**src/rtl/bcd_count_ctrl_pkg.sv**
```systemverilog
// Shared types and helpers for the 3-digit BCD count controller.
//   bcd3_t           : packed BCD {hundreds, tens, ones}
//   bcd_ctrl_state_t : controller FSM states
//   BCD3_MAX         : largest representable count (999)
//   bcd_valid()      : 1 when every digit of a bcd3_t is in 0..9
package bcd_count_ctrl_pkg;

  typedef logic [11:0] bcd3_t;

  typedef enum logic [1:0] {
    IDLE  = 2'd0,
    RUN   = 2'd1,
    PAUSE = 2'd2,
    DONE  = 2'd3
  } bcd_ctrl_state_t;

  localparam bcd3_t BCD3_MAX = 12'h999;

  function automatic logic bcd_valid(input bcd3_t v);
    return (v[3:0] <= 4'd9) && (v[7:4] <= 4'd9) && (v[11:8] <= 4'd9);
  endfunction

endpackage

```
**src/rtl/bcd_count_ctrl_if.sv**
```systemverilog
// Command/status bundle between a host and the BCD count controller.
//   start/stop/clear/load : level-sampled commands from the host
//   load_val, limit       : packed BCD operands from the host
//   count                 : packed BCD count register
//   running/done/wrap/err : status back to the host
// Modports: master = host side, slave = controller side.
interface bcd_count_ctrl_if;
  import bcd_count_ctrl_pkg::*;

  logic  start;
  logic  stop;
  logic  clear;
  logic  load;
  bcd3_t load_val;
  bcd3_t limit;
  bcd3_t count;
  logic  running;
  logic  done;
  logic  wrap;
  logic  err;

  modport master (
    output start, stop, clear, load, load_val, limit,
    input  count, running, done, wrap, err
  );

  modport slave (
    input  start, stop, clear, load, load_val, limit,
    output count, running, done, wrap, err
  );

endinterface

```
**src/rtl/bcd_count_ctrl_step.sv**
```systemverilog
// Combinational 3-digit BCD increment.
//   i_val     : packed BCD input
//   o_val     : i_val + 1 in BCD, carry rippling ones -> tens -> hundreds
//   o_carry   : 1 when the increment rolls 999 over to 000
// A digit holding an illegal code (>9) is forced to 0 when it is stepped and
// does not propagate a carry, so a corrupted register recovers by counting.
module bcd_step
  import bcd_count_ctrl_pkg::*;
(
  input  bcd3_t i_val,
  output bcd3_t o_val,
  output logic  o_carry
);

  // Returns {carry, next_digit}.
  function automatic logic [4:0] digit_inc(input logic [3:0] d);
    if (d == 4'd9)      return {1'b1, 4'd0};
    else if (d > 4'd9)  return {1'b0, 4'd0};
    else                return {1'b0, d + 4'd1};
  endfunction

  logic [4:0] w_ones;
  logic [4:0] w_tens;
  logic [4:0] w_hund;

  assign w_ones  = digit_inc(i_val[3:0]);
  assign w_tens  = w_ones[4] ? digit_inc(i_val[7:4])  : {1'b0, i_val[7:4]};
  assign w_hund  = w_tens[4] ? digit_inc(i_val[11:8]) : {1'b0, i_val[11:8]};

  assign o_val   = {w_hund[3:0], w_tens[3:0], w_ones[3:0]};
  assign o_carry = w_hund[4];

endmodule

```
**src/rtl/bcd_count_ctrl.sv**
```systemverilog
// Sequencer for a 3-digit BCD count register.
//   clk   : rising-edge clock
//   rst_n : asynchronous active-low reset
//   bus   : command/status bundle (slave side), see bcd_count_ctrl_if
// Parameters:
//   TICK_DIV    : clk cycles per count tick while running (>=1)
//   AUTO_RELOAD : 1 = wrap to 000 at the limit and keep running,
//                 0 = hold the count and park in DONE
// Commands are prioritised clear > load > stop > start and only one acts in a
// cycle. A command that acts suppresses a coincident tick.
module bcd_count_ctrl
  import bcd_count_ctrl_pkg::*;
#(
  parameter int TICK_DIV    = 1000,
  parameter bit AUTO_RELOAD = 1'b0
)(
  input  logic             clk,
  input  logic             rst_n,
  bcd_count_ctrl_if.slave  bus
);

  localparam int             PW         = (TICK_DIV > 1) ? $clog2(TICK_DIV) : 1;
  localparam logic [PW-1:0]  PRESC_LAST = PW'(TICK_DIV - 1);

  bcd_ctrl_state_t r_state, w_state_nxt;
  logic [PW-1:0]   r_presc, w_presc_nxt;
  bcd3_t           r_count, w_count_nxt;
  logic            r_running;
  logic            r_done, w_done_nxt;
  logic            r_wrap, w_wrap_nxt;
  logic            r_err,  w_err_nxt;

  bcd3_t           w_limit_eff;
  logic            w_at_limit;
  logic            w_tick;
  bcd3_t           w_count_inc;
  logic            w_count_carry;

  bcd_step u_step (
    .i_val   (r_count),
    .o_val   (w_count_inc),
    .o_carry (w_count_carry)
  );

  // An unusable limit falls back to 999 so the count still terminates.
  assign w_limit_eff = bcd_valid(bus.limit) ? bus.limit : BCD3_MAX;
  assign w_at_limit  = (r_count == w_limit_eff);
  assign w_tick      = (r_state == RUN) && (r_presc == PRESC_LAST);

  always_comb begin
    w_state_nxt = r_state;
    w_presc_nxt = r_presc;
    w_count_nxt = r_count;
    w_done_nxt  = 1'b0;
    w_wrap_nxt  = 1'b0;
    w_err_nxt   = 1'b0;

    if (bus.clear) begin
      w_state_nxt = IDLE;
      w_count_nxt = '0;
      w_presc_nxt = '0;
    end else if (bus.load) begin
      if (bcd_valid(bus.load_val)) begin
        w_count_nxt = bus.load_val;
        w_presc_nxt = '0;
        if (r_state == DONE) w_state_nxt = IDLE;
      end else begin
        w_err_nxt = 1'b1;
      end
    end else if (bus.stop && (r_state == RUN)) begin
      // Prescaler is left untouched so a resume finishes the partial tick.
      w_state_nxt = PAUSE;
    end else if (bus.start && (r_state != RUN)) begin
      w_state_nxt = RUN;
      unique case (r_state)
        IDLE:    w_presc_nxt = '0;
        DONE: begin
          w_presc_nxt = '0;
          w_count_nxt = '0;
        end
        default: ;
      endcase
    end else if (r_state == RUN) begin
      if (w_tick) begin
        w_presc_nxt = '0;
        if (w_at_limit) begin
          if (AUTO_RELOAD) begin
            w_count_nxt = '0;
            w_wrap_nxt  = 1'b1;
          end else begin
            w_done_nxt  = 1'b1;
            w_state_nxt = DONE;
          end
        end else begin
          // A limit below the current count lets the count run through
          // 999 and roll over naturally.
          w_count_nxt = w_count_inc;
          w_wrap_nxt  = w_count_carry;
        end
      end else begin
        w_presc_nxt = r_presc + PW'(1);
      end
    end
  end

  always_ff @(posedge clk or negedge rst_n) begin
    if (!rst_n) begin
      r_state   <= IDLE;
      r_presc   <= '0;
      r_count   <= '0;
      r_running <= 1'b0;
      r_done    <= 1'b0;
      r_wrap    <= 1'b0;
      r_err     <= 1'b0;
    end else begin
      r_state   <= w_state_nxt;
      r_presc   <= w_presc_nxt;
      r_count   <= w_count_nxt;
      r_running <= (w_state_nxt == RUN);
      r_done    <= w_done_nxt;
      r_wrap    <= w_wrap_nxt;
      r_err     <= w_err_nxt;
    end
  end

  assign bus.count   = r_count;
  assign bus.running = r_running;
  assign bus.done    = r_done;
  assign bus.wrap    = r_wrap;
  assign bus.err     = r_err;

endmodule

```
**src/flat_wrapper.sv**
```systemverilog
// flat-port wrapper written by rule: the top's interface ports become plain ports
module bcd_count_ctrl_flat import bcd_count_ctrl_pkg::*;
#(
  parameter int TICK_DIV    = 1000,
  parameter bit AUTO_RELOAD = 1'b0
)
  (clk, rst_n, bus_start, bus_stop, bus_clear, bus_load, bus_load_val, bus_limit, bus_count, bus_running, bus_done, bus_wrap, bus_err);
  bcd_count_ctrl_if bus_i ();
  input  logic clk;
  input  logic rst_n;
  input wire logic [$bits(bus_i.start)-1:0] bus_start;
  input wire logic [$bits(bus_i.stop)-1:0] bus_stop;
  input wire logic [$bits(bus_i.clear)-1:0] bus_clear;
  input wire logic [$bits(bus_i.load)-1:0] bus_load;
  input wire logic [$bits(bus_i.load_val)-1:0] bus_load_val;
  input wire logic [$bits(bus_i.limit)-1:0] bus_limit;
  output wire logic [$bits(bus_i.count)-1:0] bus_count;
  output wire logic [$bits(bus_i.running)-1:0] bus_running;
  output wire logic [$bits(bus_i.done)-1:0] bus_done;
  output wire logic [$bits(bus_i.wrap)-1:0] bus_wrap;
  output wire logic [$bits(bus_i.err)-1:0] bus_err;
  assign bus_i.start = bus_start;
  assign bus_i.stop = bus_stop;
  assign bus_i.clear = bus_clear;
  assign bus_i.load = bus_load;
  assign bus_i.load_val = bus_load_val;
  assign bus_i.limit = bus_limit;
  assign bus_count = bus_i.count;
  assign bus_running = bus_i.running;
  assign bus_done = bus_i.done;
  assign bus_wrap = bus_i.wrap;
  assign bus_err = bus_i.err;
  bcd_count_ctrl #(.TICK_DIV(TICK_DIV), .AUTO_RELOAD(AUTO_RELOAD)) u_core (.clk(clk), .rst_n(rst_n), .bus(bus_i));
endmodule
```
**config.mk**
```make
export PLATFORM = sky130hd
export DESIGN_NAME = bcd_count_ctrl_flat
export DESIGN_NICKNAME = d
export VERILOG_FILES = /design/src/rtl/bcd_count_ctrl_pkg.sv /design/src/rtl/bcd_count_ctrl_if.sv /design/src/rtl/bcd_count_ctrl_step.sv /design/src/rtl/bcd_count_ctrl.sv /design/src/flat_wrapper.sv
export SDC_FILE = /design/constraint.sdc
export NUM_CORES = 1
export LEC_CHECK = 0
export BUFFER_PORTS_ARGS = -buffer_cell sky130_fd_sc_hd__buf_2
export CORE_ASPECT_RATIO = 0.75
export CORE_MARGIN = 2
export CORE_UTILIZATION = 40
export CTS_BUF_LIST = sky130_fd_sc_hd__clkbuf_8
export CTS_CLUSTER_SIZE = 30
export DETAILED_ROUTE_END_ITERATION = 10
export PLACE_DENSITY = 0.64
export SLEW_MARGIN = 20
export SYNTH_ARGS = -nofsm -noshare
export SYNTH_HDL_FRONTEND = slang
export SYNTH_SLANG_ARGS = --single-unit
```
**constraint.sdc**
```tcl
create_clock -name clk -period 4.1 [get_ports clk]
set_input_delay 0.82 -clock clk [delete_from_list [all_inputs] [get_ports clk]]
set_output_delay 0.82 -clock clk [all_outputs]
set_load 0.02 [all_outputs]
```
# Yosys cells after proc, flatten, opt, wreduce, memory -nomap -nowiden
# Cells that the tools add are included.
dict set report op_classes {
  eq_ne 14
  n_mux 52
  n_addsub 4
  n_lt_le_gt_ge 9
  reduce_logical 17
}
# cell count
set op_table {}
lappend op_table {{$mux W12} 10}
lappend op_table {{$mux W10} 8}
lappend op_table {{$mux W5} 5}
lappend op_table {{$le A4 B4 Y1 const B} 6}
lappend op_table {{$mux W2} 9}
lappend op_table {{$mux W1} 17}
lappend op_table {{$reduce_bool A4 Y1} 4}
lappend op_table {{$reduce_and A7 Y1} 2}
lappend op_table {{$add A4 B1 Y4 const B} 3}
lappend op_table {{$eq A12 B12 Y1} 1}
lappend op_table {{$eq A4 B4 Y1 const B} 3}
lappend op_table {{$gt A4 B4 Y1 const B} 3}
lappend op_table {{$mux W4} 3}
lappend op_table {{$add A10 B1 Y10 const B} 1}
lappend op_table {{$eq A10 B10 Y1 const B} 1}
lappend op_table {{$ne A4 B4 Y1 const B} 2}
lappend op_table {{$logic_and A1 B1 Y1} 7}
lappend op_table {{$reduce_and A6 Y1} 1}
lappend op_table {{$eq A2 B1 Y1 const B} 2}
lappend op_table {{$ne A4 B3 Y1 const B} 1}
lappend op_table {{$reduce_and A4 Y1} 1}
lappend op_table {{$ne A3 B2 Y1 const B} 1}
lappend op_table {{$ne A3 B3 Y1 const B} 1}
lappend op_table {{$eq A2 B2 Y1 const B} 1}
lappend op_table {{3 further kinds} 3}
dict set report word_totals {
  out_inout_bits 16
  word_cells 105
  in_bits 30
  regBits 28
}

# Depth between registers and ports, before layout
dict set report logic_depth {
  depth_word 13
  depth_mapped 9
  ltp_nobuf 9
}

# By module
# From an unflattened synthesis, not the netlist that was laid out.
dict set report unflattened {
  cells_unflattened 316
  area_unflattened_um2 2512.4
}
# mod seq_area_each_um2 instances cells_each area_per_inst_um2
set by_module_without_submodules {}
lappend by_module_without_submodules {bcd_count_ctrl 700.7 1 258 2072.0}
lappend by_module_without_submodules {bcd_step 0.0 1 58 440.4}

# Worst setup path after synthesis
# OpenSTA, ideal clock, no wires.
dict set report synth_path {
  path_kind {in2reg}
  startpoint {input port bus_limit[5]}
  endpoint {register u_core.r_count[4], in the netlist u_core.bus.count[4]}
  setup_time_ns 0.125
  path_stages 7
  arrival_ns 2.450
  slack_ns 1.525
  t_required_ns 3.975
  n_path_buf 0
  cell_sequence {o21ai_2 -> and3_2 -> nand2_1 -> a2111o_1 -> nor3_4 -> a21oi_2 -> mux2_4}
}
dict set report synth_via {
  elab_chain_len 7
}
# item line
set synth_rtl {}
lappend synth_rtl {{from (decl)} flat_wrapper.sv:16} ;# input wire logic [$bits(bus_i.limit)-1:0] bus_limit;
lappend synth_rtl {{$le A4 B4 Y1} bcd_count_ctrl_pkg.sv:20} ;# return (v[3:0] <= 4'd9) && (v[7:4] <= 4'd9) && (v[11:8] <= 4'd9);
lappend synth_rtl {{$logic_and A1 B1 Y1 (2 in a row)} bcd_count_ctrl_pkg.sv:20}
lappend synth_rtl {{$mux W12 *} bcd_count_ctrl.sv:46} ;# assign w_limit_eff = bcd_valid(bus.limit) ? bus.limit : BCD3_MAX;
lappend synth_rtl {{$eq A12 B12 Y1 *} bcd_count_ctrl.sv:47} ;# assign w_at_limit = (r_count == w_limit_eff);
lappend synth_rtl {{$ne A4 B4 Y1 (no line) *} --}
lappend synth_rtl {{$reduce_and A7 Y1 (no line) *} --}
lappend synth_rtl {{to (signal assigned)} bcd_count_ctrl.sv:118} ;# r_count <= w_count_nxt;
lappend synth_rtl {{to (decl)} bcd_count_ctrl.sv:27} ;# bcd3_t r_count, w_count_nxt;
# Mark *: on every way between the ends. The rest lies on a longest branch, timed or not.
# A chain may end at the register's enable or synchronous reset.

# Worst setup path in the final report
dict set report layout_path {
  startpoint {register u_core.r_state[1]}
  endpoint {register u_core.r_presc[9]}
}
dict set report layout_via {
  elab_chain_len 8
  elab_cells_between_ends 18
  cone_classes {eq/ne (5); mux (6); reduce/logical (7)}
}
# item line
set layout_rtl {}
lappend layout_rtl {{from (decl)} bcd_count_ctrl.sv:25} ;# bcd_ctrl_state_t r_state, w_state_nxt;
lappend layout_rtl {{from (signal assigned)} bcd_count_ctrl.sv:116} ;# r_state <= w_state_nxt;
lappend layout_rtl {{$eq A2 B1 Y1} {bcd_count_ctrl.sv:48, bcd_count_ctrl.sv:70, bcd_count_ctrl.sv:83}}
lappend layout_rtl {{$logic_and A1 B1 Y1} bcd_count_ctrl.sv:48} ;# assign w_tick = (r_state == RUN) && (r_presc == PRESC_LAST);
lappend layout_rtl {{$mux W10} bcd_count_ctrl.sv:84} ;# if (w_tick) begin
lappend layout_rtl {{$mux W10} bcd_count_ctrl.sv:83} ;# end else if (r_state == RUN) begin
lappend layout_rtl {{$mux W10} bcd_count_ctrl.sv:73} ;# end else if (bus.start && (r_state != RUN)) begin
lappend layout_rtl {{$mux W10} bcd_count_ctrl.sv:70} ;# end else if (bus.stop && (r_state == RUN)) begin
lappend layout_rtl {{$mux W10} bcd_count_ctrl.sv:62} ;# end else if (bus.load) begin
lappend layout_rtl {{$mux W10} bcd_count_ctrl.sv:58} ;# if (bus.clear) begin
lappend layout_rtl {{to (signal assigned)} bcd_count_ctrl.sv:117} ;# r_presc <= w_presc_nxt;
lappend layout_rtl {{to (decl)} bcd_count_ctrl.sv:26} ;# logic [PW-1:0] r_presc, w_presc_nxt;
# Parallel ways exist; a longest one is shown, timed or not. The select of a mux whose other input is x is not followed.

==> impl_metrics.toml <==
[global_route]
grtUsageTotal_pct = 18.6
grt_overflow = 0
grt_max_degree = 29
grt_pass1_wl_mm = 8.68
grt_pass1_vias = 1784
antenna_found_initial = 0

[power_and_ir_drop]
power.total_uw = 636
power_density_nw_per_um2 = 256
power_leakage_nw = 1.11
ir_worst_vdd_v = 0.000122

[clock_network]
clk_pin_slew_ns = 0.09
cts_buffers = 3
htree_levels = 1
cts_buffer_depth = 2
clock_sinks = 28
cts-resized-gates = 0
cts_setup_buffers = 0
worstSkewPairLatency_ns = 0.27
cts_tree = "yes"
cts-root-buf = "clkbuf_8"
ctsHoldBuffers = 0

[logic_synthesis]
ys_seq_area_share_pct = 32.7
syn_inst = 242
synth_edf_count = 0
synth_area_per_cell_um2 = 8.85
synth.yosys.warnings = 0
synth_cell_types = 59
syn_area_um2 = 2140
synthArstFlopShare_pct = 100
ys.flop_type = "dfrtp_1"
ys_ff_latch = 28
syn_nets = 287

[timing]
hold_viol = 0
worst_pin_slew_ns = 1.06
setup-violations-final = 0
rsz0062_at_grt = "no"
finalSetupTns_ns = 0
skew_ns = 0.00234
fmax_mhz = 370
fin_crit_sh_pct = 65.9
slew_violations = 0
slew_headroom_pct = 29.0
finalCriticalPeriod_ns = 2.70

[worst_setup_path]
worstRegToRegCells = 7
arrival_ns = 2.87
critPathBufInv = 1
path_max_fanout = 16
r2r_slack_ns = 1.40
slowest_delay_ns = 0.51
regToRegStartpoint = "u_core.r_state[1]"
path_cells = "inv_1, ha_1, nor2b_1, nor3_4, nand2b_1, or2_2, o41ai_1"
worst_setup_path_start_kind = "flip-flop"
crit_type = "reg2reg"
crit_required_ns = 4.27
slowest_stage = "nor3_4"
critPathCaptureType = "flip-flop"
r2r-end = "u_core.r_presc[9]"
path_delay_family = "simple AND/OR/NAND/NOR gates"

[min_path]
hold_start = "u_core.r_presc[9]"
min_path_type = "reg2reg"
worstHoldPathCells = 1
whs_endpoint = "u_core.r_presc[9]"

[route]
drc = 0
wl_per_cell_um = 14.8
wl_mm = 5.34
viasPerCell = 5.54
drtPass1Iterations = 4
vias = 1994
drt-initial-drc-count = 116
drtAntennaViolNets = 0

[floorplanning]
io_pins = 46
dieArea_um2 = 5960
die_w_um = 88.5
die_h_um = 67.4
core-area_um2 = 5270
rows = 23
initial_core_util_pct = 40.7

[placed_design]
place.gp.congestion = 0.956
place_area_um2 = 2440
port_buffers = 45
dp_hpwl_mm = 4.05

[cells_and_area]
design_area_um2 = 2480
area_growth_pct = 15.9
drive_above_1_share_pct = 23.5
diodes = 0
final_nets = 332

[job]
max_cap_viol_count = 0

[run_status]
status = "finished clean"
-- placed cells by master, fill, tap and decap left out, drive strengths merged, types with 4 or more instances in the layout --
cell / count
and3: 8
mux2i: 6
a211oi: 4
o31ai: 6
nand2: 15
nand2b: 6
inv: 16
dfrtp: 28
nor2b: 5
ha: 15
o211ai: 4
nor2: 19
o21ai: 26
nor3: 6
buf: 45
nand3: 14
a21oi: 8
-- per-layer routing --
metal | GRT usage [%] | up-vias | share of wire, %
met1 | 27.4 | 934 | 52
li1 | - | 992 | -
met3 | 4.16 | 0 | 6.1
met4 | 2.65 | 0 | 0
met2 | 28.6 | 68 | 42
met5 | 0 | - | 0
-- cell type report --
type                            count  area, um2
Fill cell                         526       2780
Multi-Input combinational cell    193       1360
Sequential cell                    28        701
Timing Repair Buffer               45        225
Tap cell                           75       93.8
Inverter                           16       60.1
Clock buffer                        3       41.3
-- report_power, final --
| group | switching (mW) | leakage (nW) | internal [mW] | total, mW |
|---|---|---|---|---|
| Clock | 0.0810 | 0.0216 | 0.0659 | 0.147 |
| Combinational | 0.108 | 0.710 | 0.0670 | 0.175 |
| Sequential | 0.0241 | 0.381 | 0.290 | 0.314 |
-- flip-flops by register name, indices dropped and copies added, names as in the netlist --
signal / cells
u_core.bus.wrap: 1
u_core.bus.err: 1
u_core.r_presc: 10
u_core.r_state: 2
u_core.bus.done: 1
u_core.bus.count: 12
u_core.bus.running: 1
-- stage by stage --
step / utilization (%) / std cells / hold WS (ns) / worst slack (ns)
final: 47.2 / 360 / 0.506 / 1.40
after global routing: 47.2 / 360 / 0.528 / 1.11
after CTS: 47.2 / 360 / 0.499 / 1.41
after detailed placement: 46.4 / 357 / 0.478 / 1.16
after global placement: 46.4 / 357 / 0.480 / 1.23
after floorplan: - / 242 / 0.449 / 1.52
-- cell usage after synthesis, drive strengths merged, types with 2 or more instances --
cell type | instances | area [um2]
a211oi | 4 | 30.0
and3 | 8 | 51.3
o221ai | 3 | 26.3
nand3 | 14 | 75.1
nor2b | 5 | 31.3
nand3b | 3 | 22.5
nor3 | 6 | 52.6
and2 | 2 | 12.5
a31oi | 2 | 18.8
or2 | 2 | 12.5
ha | 15 | 188
a21o | 2 | 16.3
nand2 | 15 | 56.3
mux2 | 2 | 26.3
a22oi | 3 | 22.5
mux2i | 6 | 60.1
nand2b | 6 | 37.5
nand4 | 2 | 12.5
xor2 | 3 | 26.3
o22ai | 3 | 18.8
a21oi | 8 | 43.8
o211ai | 4 | 30.0
o31ai | 6 | 50.1
inv | 16 | 60.1
a31o | 3 | 26.3
nor3b | 2 | 15.0
nor2 | 19 | 71.3
clkbuf | 5 | 18.8
o21ai | 26 | 149
a221oi | 2 | 17.5
dfrtp | 28 | 701
-- how the worst max path moves through the flow --
| stage | startpoint | to | slack [ns] | cells past startpoint |
|---|---|---|---|---|
| floorplan | bus_limit[5] | u_core.bus.count[4] | 1.52 | 7 |
| global placement | bus_limit[5] | u_core.bus.count[4] | 1.23 | 8 |
| detailed placement | bus_limit[1] | u_core.bus.count[4] | 1.16 | 8 |
| CTS | u_core.r_state[1] | u_core.r_presc[9] | 1.41 | 7 |
| global route | u_core.r_state[1] | u_core.r_presc[9] | 1.11 | 7 |
| finish | u_core.r_state[1] | u_core.r_presc[9] | 1.40 | 7 |
-- cell families after synthesis --
logic type | Yosys count | share of synthesized area [%]
compound gates | 77 | 25.6
xor+xnor | 4 | 1.64
simple gates | 89 | 23.5
fa+ha+maj | 15 | 8.76
flops | 28 | 32.7
buf+inv | 21 | 3.68
mux | 8 | 4.03
(Power assumes the default switching activity.)
